File: config.mk
export PLATFORM = sky130hd
export DESIGN_NAME = sum_sequencer
export DESIGN_NICKNAME = d
export VERILOG_FILES = /design/src/rtl/sum_sequencer.sv
export SDC_FILE = /design/constraint.sdc
export NUM_CORES = 1
export LEC_CHECK = 0
export BUFFER_PORTS_ARGS = -buffer_cell sky130_fd_sc_hd__clkbuf_2
export CORE_AREA = 2 2 238 240
export CTS_CLUSTER_DIAMETER = 80
export CTS_CLUSTER_SIZE = 16
export DETAILED_ROUTE_END_ITERATION = 10
export DIE_AREA = 0 0 240 242
export HOLD_SLACK_MARGIN = 0.02
export SYNTH_ARGS = -nofsm -noshare
export SYNTH_HDL_FRONTEND = slang
export SYNTH_SLANG_ARGS = --single-unit
File: constraint.sdc
create_clock -name clk -period 4.85 [get_ports clk]
set_input_delay 0.97 -clock clk [delete_from_list [all_inputs] [get_ports clk]]
set_output_delay 0.97 -clock clk [all_outputs]
set_load 0.02 [all_outputs]
File: src/rtl/sum_sequencer.sv
// sum_sequencer: streams up to MAX_CHUNKS 16-operand chunks through an external
// sigma16 tree and adder, accumulating a single signed-magnitude sum.
`default_nettype none

`ifndef N
`define N 16
`endif
`ifndef F
`define F 8
`endif

module sum_sequencer #(
    parameter int N          = `N,
    parameter int F          = `F,
    parameter int MAX_CHUNKS = 8
) (
    input  logic         clk,
    input  logic         rst,
    input  logic         start,
    input  logic [3:0]   num_chunks,
    input  logic         in_valid,
    output logic         in_ready,
    input  logic [N-1:0] in_data [0:15],
    output logic [N-1:0] tree_a  [0:15],
    input  logic [N-1:0] tree_c,
    output logic [N-1:0] add_a,
    output logic [N-1:0] add_b,
    input  logic [N-1:0] add_c,
    output logic         out_valid,
    input  logic         out_ready,
    output logic [N-1:0] out_data,
    output logic         busy,
    output logic         cfg_err
);

    typedef enum logic [1:0] {
        IDLE  = 2'd0,
        ACCUM = 2'd1,
        DRAIN = 2'd2,
        DONE  = 2'd3
    } state_t;

    localparam logic [4:0] MAXC = 5'(MAX_CHUNKS);

    state_t       state, state_nx;
    logic [4:0]   acc_cnt;
    logic [4:0]   add_cnt;
    logic [4:0]   nchunks;
    logic [N-1:0] acc;
    logic [N-1:0] chunk_q [0:15];
    logic         chunk_v;
    logic         xfer;
    logic         start_ok;

    assign start_ok  = start && (num_chunks != 4'd0) && ({1'b0, num_chunks} <= MAXC);
    assign in_ready  = (state == ACCUM) && (acc_cnt < nchunks);
    assign xfer      = in_valid && in_ready;

    assign tree_a    = chunk_q;
    assign add_a     = acc;
    assign add_b     = tree_c;
    assign out_data  = acc;
    assign out_valid = (state == DONE);
    assign busy      = (state != IDLE);

    always_comb begin
        state_nx = state;
        case (state)
            IDLE:  if (start_ok) state_nx = ACCUM;
            ACCUM: if (xfer && ((acc_cnt + 5'd1) == nchunks)) state_nx = DRAIN;
            // The last chunk's add lands on the edge that leaves DRAIN.
            DRAIN: if (chunk_v && ((add_cnt + 5'd1) == nchunks)) state_nx = DONE;
            DONE:  if (out_ready) state_nx = IDLE;
            default: state_nx = IDLE;
        endcase
    end

    always_ff @(posedge clk) begin
        if (rst) begin
            state   <= IDLE;
            acc     <= '0;
            acc_cnt <= '0;
            add_cnt <= '0;
            nchunks <= '0;
            chunk_v <= 1'b0;
            cfg_err <= 1'b0;
            for (int i = 0; i < 16; i++) chunk_q[i] <= '0;
        end else begin
            state   <= state_nx;
            cfg_err <= (state == IDLE) && start && !start_ok;
            chunk_v <= xfer;
            if (xfer) begin
                chunk_q <= in_data;
                acc_cnt <= acc_cnt + 5'd1;
            end
            if (chunk_v) begin
                acc     <= add_c;
                add_cnt <= add_cnt + 5'd1;
            end
            if ((state == IDLE) && start_ok) begin
                nchunks <= {1'b0, num_chunks};
                acc     <= '0;
                acc_cnt <= '0;
                add_cnt <= '0;
            end
        end
    end

endmodule

`default_nettype wire

Yosys cells after proc, flatten, opt, wreduce, memory -nomap -nowiden
Index checks and enable logic that the tools add are counted.
{"block": "classes", "n_eq_ne": 9, "mux": 5, "order_cmp": 2, "n_reduce_logical": 15, "add_sub_neg": 2}
{"op": "$add A5 B1 Y5 const B", "count": 2}
{"op": "$eq A5 B4 Y1", "count": 2}
{"op": "$logic_and A1 B1 Y1", "count": 9}
{"op": "$mux W2", "count": 4}
{"op": "$pmux W2 S4", "count": 1}
{"op": "$lt A5 B4 Y1", "count": 1}
{"op": "$eq A2 B2 Y1 const B", "count": 2}
{"op": "$le A4 B4 Y1 const B", "count": 1}
{"op": "$ne A2 B1 Y1 const B", "count": 2}
{"op": "$ne A2 B2 Y1 const B", "count": 2}
{"op": "$reduce_and A4 Y1", "count": 1}
{"op": "$reduce_bool A4 Y1", "count": 1}
{"op": "$eq A2 B1 Y1 const B", "count": 1}
{"op": "$logic_not A2 Y1", "count": 1}
{"op": "$reduce_bool A2 Y1", "count": 1}
{"op": "$reduce_or A2 Y1", "count": 1}
{"op": "$logic_not A1 Y1", "count": 1}
{"block": "word_totals", "output_inout_bits": 308, "reg_bits": 290, "inputBits": 297}

Logic depth before layout (Yosys ltp)
{"block": "logic_depth", "depth_word": 6, "depth_mapped": 10}

Worst setup path before layout
Ideal clock, no wire load.
{"block": "synth_timing", "kind": "register -> output", "startpoint": "register nchunks[2]", "endpoint": "output port in_ready", "required_ns": 3.880, "path_buffers": 0, "path_slack_ns": 2.587, "t_arrival_ns": 1.293, "stages_incl_launch_ff": 7, "cell_sequence": "dfxtp_1 -> inv_1 -> ha_1 -> o21ai_1 -> a21oi_1 -> nor3_1 -> and2_1"}
{"block": "synth_between", "elab_chain_len": 2}
{"item": "start, declared", "line": "48", "rtl": "logic [4:0] nchunks;"}
{"item": "start signal, assigned", "line": "101", "rtl": "nchunks <= {1'b0, num_chunks};"}
{"item": "$lt A5 B4 Y1", "line": "56", "rtl": "assign in_ready = (state == ACCUM) && (acc_cnt < nchunks);"}
{"item": "$logic_and A1 B1 Y1", "line": "56"}
{"item": "end, declared", "line": "22", "rtl": "output logic in_ready,"}
No other way between the ends.

Final worst setup path
Ends and elaborated chain as after synthesis.

==> flow_summary.ini <==
[floorplan]
fp.dieArea_um2 = 58080
die_h_um = 242
core-area_um2 = 55730
pin_count = 605
num_rows = 87
fp.dieW_um = 240
initial_utilization = 0.1906

[synthesis]
syn-num-nets = 1628
ys.flop_type = dfxtp_1
ys_types = 37
seq_area_frac_synth = 0.5467
async_flop_share = 0
netlist_area_um2 = 10620
synthCells = 1321
synth_seq_cells = 290
yosys_warnings = 0
synth-edff-count = 0
syn_area_per_cell_um2 = 8.040

[clock_network]
numCtsBuffers = 23
cts_tree = done
clk_path_buf_depth = 3
postCtsResizedCells = 0
cts_setup_buffers = 0
htreeDepth = 1
cts.reportedPaths.clkPinSlew_ps = 70
worstSkewPairLatency_ps = 550
cts_hold_buf = 0
cts.sinks = 290
clockRootBuffer = clkbuf_16

[status]
status = complete, no violations

[layout]
stdcell_count = 2573
drive_above_1_share = 0.3434
area_delta_synth_final_pct = 37.83
final_nets = 2118
utilization = 0.2626
final_area_um2 = 14640
n_antenna_cell = 0
fillerInstances = 6246

[power_and_ir_drop]
swShare = 0.2932
cellPowerDensity_nw_per_um2 = 366.5
seq_power_share = 0.486
ir_drop_mv = 0.2607
p_leak_nw = 6.177
pwr-share-clk = 0.338
power_mw = 5.365
combinationalPowerShare = 0.176
p_sw_mw = 1.573
p_int_mw = 3.792

[grt]
grt_pass1_vias = 9528
grt_use_total = 0.1055
grt_pass1_wl_mm = 50.48
antenna_found_initial = 0
gr-total-overflow = 0
grt_max_degree = 151

[critical_path]
path_max_fanout = 8
cp_num_cells = 7
regToRegEndpoint = tree_a[89]$_SDFFE_PP0P_
startpoint = nchunks[2]$_SDFFE_PP0P_
endpoint = in_ready
cp-start-kind = flop
cp_slowest_stage_delay_ps = 450
critical_path_class = flop to output pin
path_cells = inv_1, ha_1, o21ai_1, a21oi_1, nor3_1, and2_1, clkbuf_2
crit_path_end_kind = output pin
crit_arrival_ps = 2260
cp_top_family = simple AND/OR/NAND/NOR gates
cp_slowest_cell = dfxtp_1
rrSetupSlack_ps = 1850
critical_path_buf_inv_count = 2
worst_ep_required_time_ps = 3880
r2r_start = nchunks[2]$_SDFFE_PP0P_
ff2ff_path_depth = 9

[route]
firstDrtPassIters = 7
via_per_inst = 3.962
drtIter0Drc = 446
top_layer = met4
wl_mm = 33.14
drc_errors = 0
wl_per_cell_um = 12.88
wl_met3_mm = 2.583
wl_met2_mm = 15.70
wl_met1_mm = 13.89
route.vias.total = 10193
ant_nets = 0

[place]
dpl.hpwl_mm = 24.02
dp_slack_ps = 1840
gp_congestion = 0.7797
dp.cells = 2542
portBuffers = 572
placed_cell_area_um2 = 13970

[sta]
tightest_slew_ps = 989.9
fmax_ghz = 0.3100
fin_skew_ps = 20.33
slew_viol_final = 0
fin_setup_tns_ps = 0
setup_viol = 0
period_share = 0.6652
fin_crit_ps = 3226
hold_slack_ps = 453.4
rsz0062_at_grt = false
hold_viol = 0
worst_slack_ps = 1624
slew_headroom = 0.3401

[min_path]
min_from = tree_a[155]$_SDFFE_PP0P_
hp-class = flop to flop

[job]
drv_cap = 0
registers in the layout, indices dropped and copies added, names as in the netlist:
register  count
add_a        16
acc_cnt       5
add_cnt       5
chunk_v       1
cfg_err       1
state         2
nchunks       4
tree_a      256
worst min path at each step:
stage                          endpoint  slack (ps)  cells after the start
6_report       tree_a[155]$_SDFFE_PP0P_         450                      2
5_1_grt         tree_a[22]$_SDFFE_PP0P_         470                      2
4_1_cts        tree_a[176]$_SDFFE_PP0P_         460                      2
3_5_place_dp   tree_a[176]$_SDFFE_PP0P_         450                      2
3_3_place_gp    tree_a[78]$_SDFFE_PP0P_         440                      2
2_1_floorplan   acc_cnt[1]$_SDFFE_PP0P_         470                      2
metal layers:
metal / track usage / up-vias
met5: 0 / -
met4: 0.03087 / 0
met3: 0.02951 / 48
met2: 0.1810 / 351
met1: 0.1276 / 4608
li1: - / 5186
layout by cell type, fill, tap and decap left out, drive strengths merged:
| cell | instances |
|---|---|
| bufinv | 1 |
| nand2 | 521 |
| and2 | 1 |
| a41oi | 1 |
| and3 | 1 |
| a21oi | 262 |
| nand2b | 2 |
| mux2i | 22 |
| xor2 | 7 |
| and4 | 1 |
| xnor2 | 6 |
| o31ai | 1 |
| a211oi | 1 |
| nand4 | 3 |
| o2111ai | 1 |
| nor2b | 4 |
| clkbuf | 598 |
| dfxtp | 290 |
| o211a | 1 |
| o21ai | 6 |
| or2 | 1 |
| a21o | 1 |
| nand3 | 3 |
| or3 | 4 |
| nor3b | 2 |
| nand4b | 1 |
| and4b | 1 |
| inv | 10 |
| ha | 10 |
| clkinv | 2 |
| nor3 | 3 |
| buf | 18 |
| nor2 | 31 |
worst reg2reg max path, cell delays in order (launching register included):
cell     delay, ps
dfxtp_1        450
inv_1           70
ha_1           270
o21ai_1        110
a21oi_1         80
nor3_1         360
nand3_4        740
buf_12         540
nand2_1        160
a21oi_1         60
area by class of cell:
| cell class | instances | area, um^2 | share of cell area |
|---|---|---|---|
| Clock buffer | 26 | 596.8 | 0.04077 |
| Clock inverter | 5 | 68.82 | 0.004701 |
| Inverter | 8 | 30.03 | 0.002051 |
| Multi-Input combinational cell | 898 | 4121 | 0.2816 |
| Sequential cell | 290 | 5806 | 0.3966 |
| Tap cell | 756 | 945.9 | 0.06462 |
| Timing Repair Buffer | 590 | 3069 | 0.2097 |
power groups by stage:
| stage | combinational [mW] | sequential (mW) | clock (mW) |
|---|---|---|---|
| 2_1_floorplan | 0.445 | 2.81 | 0 |
| 3_3_place_gp | 0.955 | 2.66 | 0 |
| 3_5_place_dp | 0.958 | 2.66 | 0 |
| 4_1_cts | 0.961 | 2.61 | 1.91 |
| 5_1_grt | 1.04 | 2.62 | 1.97 |
| 6_report | 0.946 | 2.61 | 1.81 |
logic make-up after synthesis:
family,Yosys count,share of synthesized area
and+or+nand+nor,579,0.2123
DFF,290,0.5467
AOI/OAI and AO/OA,274,0.1310
buffers and inverters,133,0.06680
muxes,22,0.02074
xor gates and xnor gates,13,0.01072
adders and majority gates,10,0.01178
synthesized netlist by cell type, types with 2 or more instances:
master	n	area [um^2]
nand2_1	521	1956
dfxtp_1	290	5806
a21oi_1	262	1311
buf_2	48	240.2
clkbuf_1	40	150.1
buf_4	32	240.2
nor2_1	29	108.9
mux2i_1	22	220.2
ha_1	10	125.1
inv_1	8	30.03
xor2_1	7	61.31
xnor2_1	6	52.55
o21ai_0	5	25.02
buf_6	4	45.04
nor2b_1	4	25.02
or3_1	4	25.02
nand3_1	3	15.01
nand4_1	3	18.77
nand2b_1	2	12.51
nor2_2	2	12.51
nor3_1	2	10.01
nor3b_1	2	15.01
Note: power is estimated with default switching activity, not from simulation.
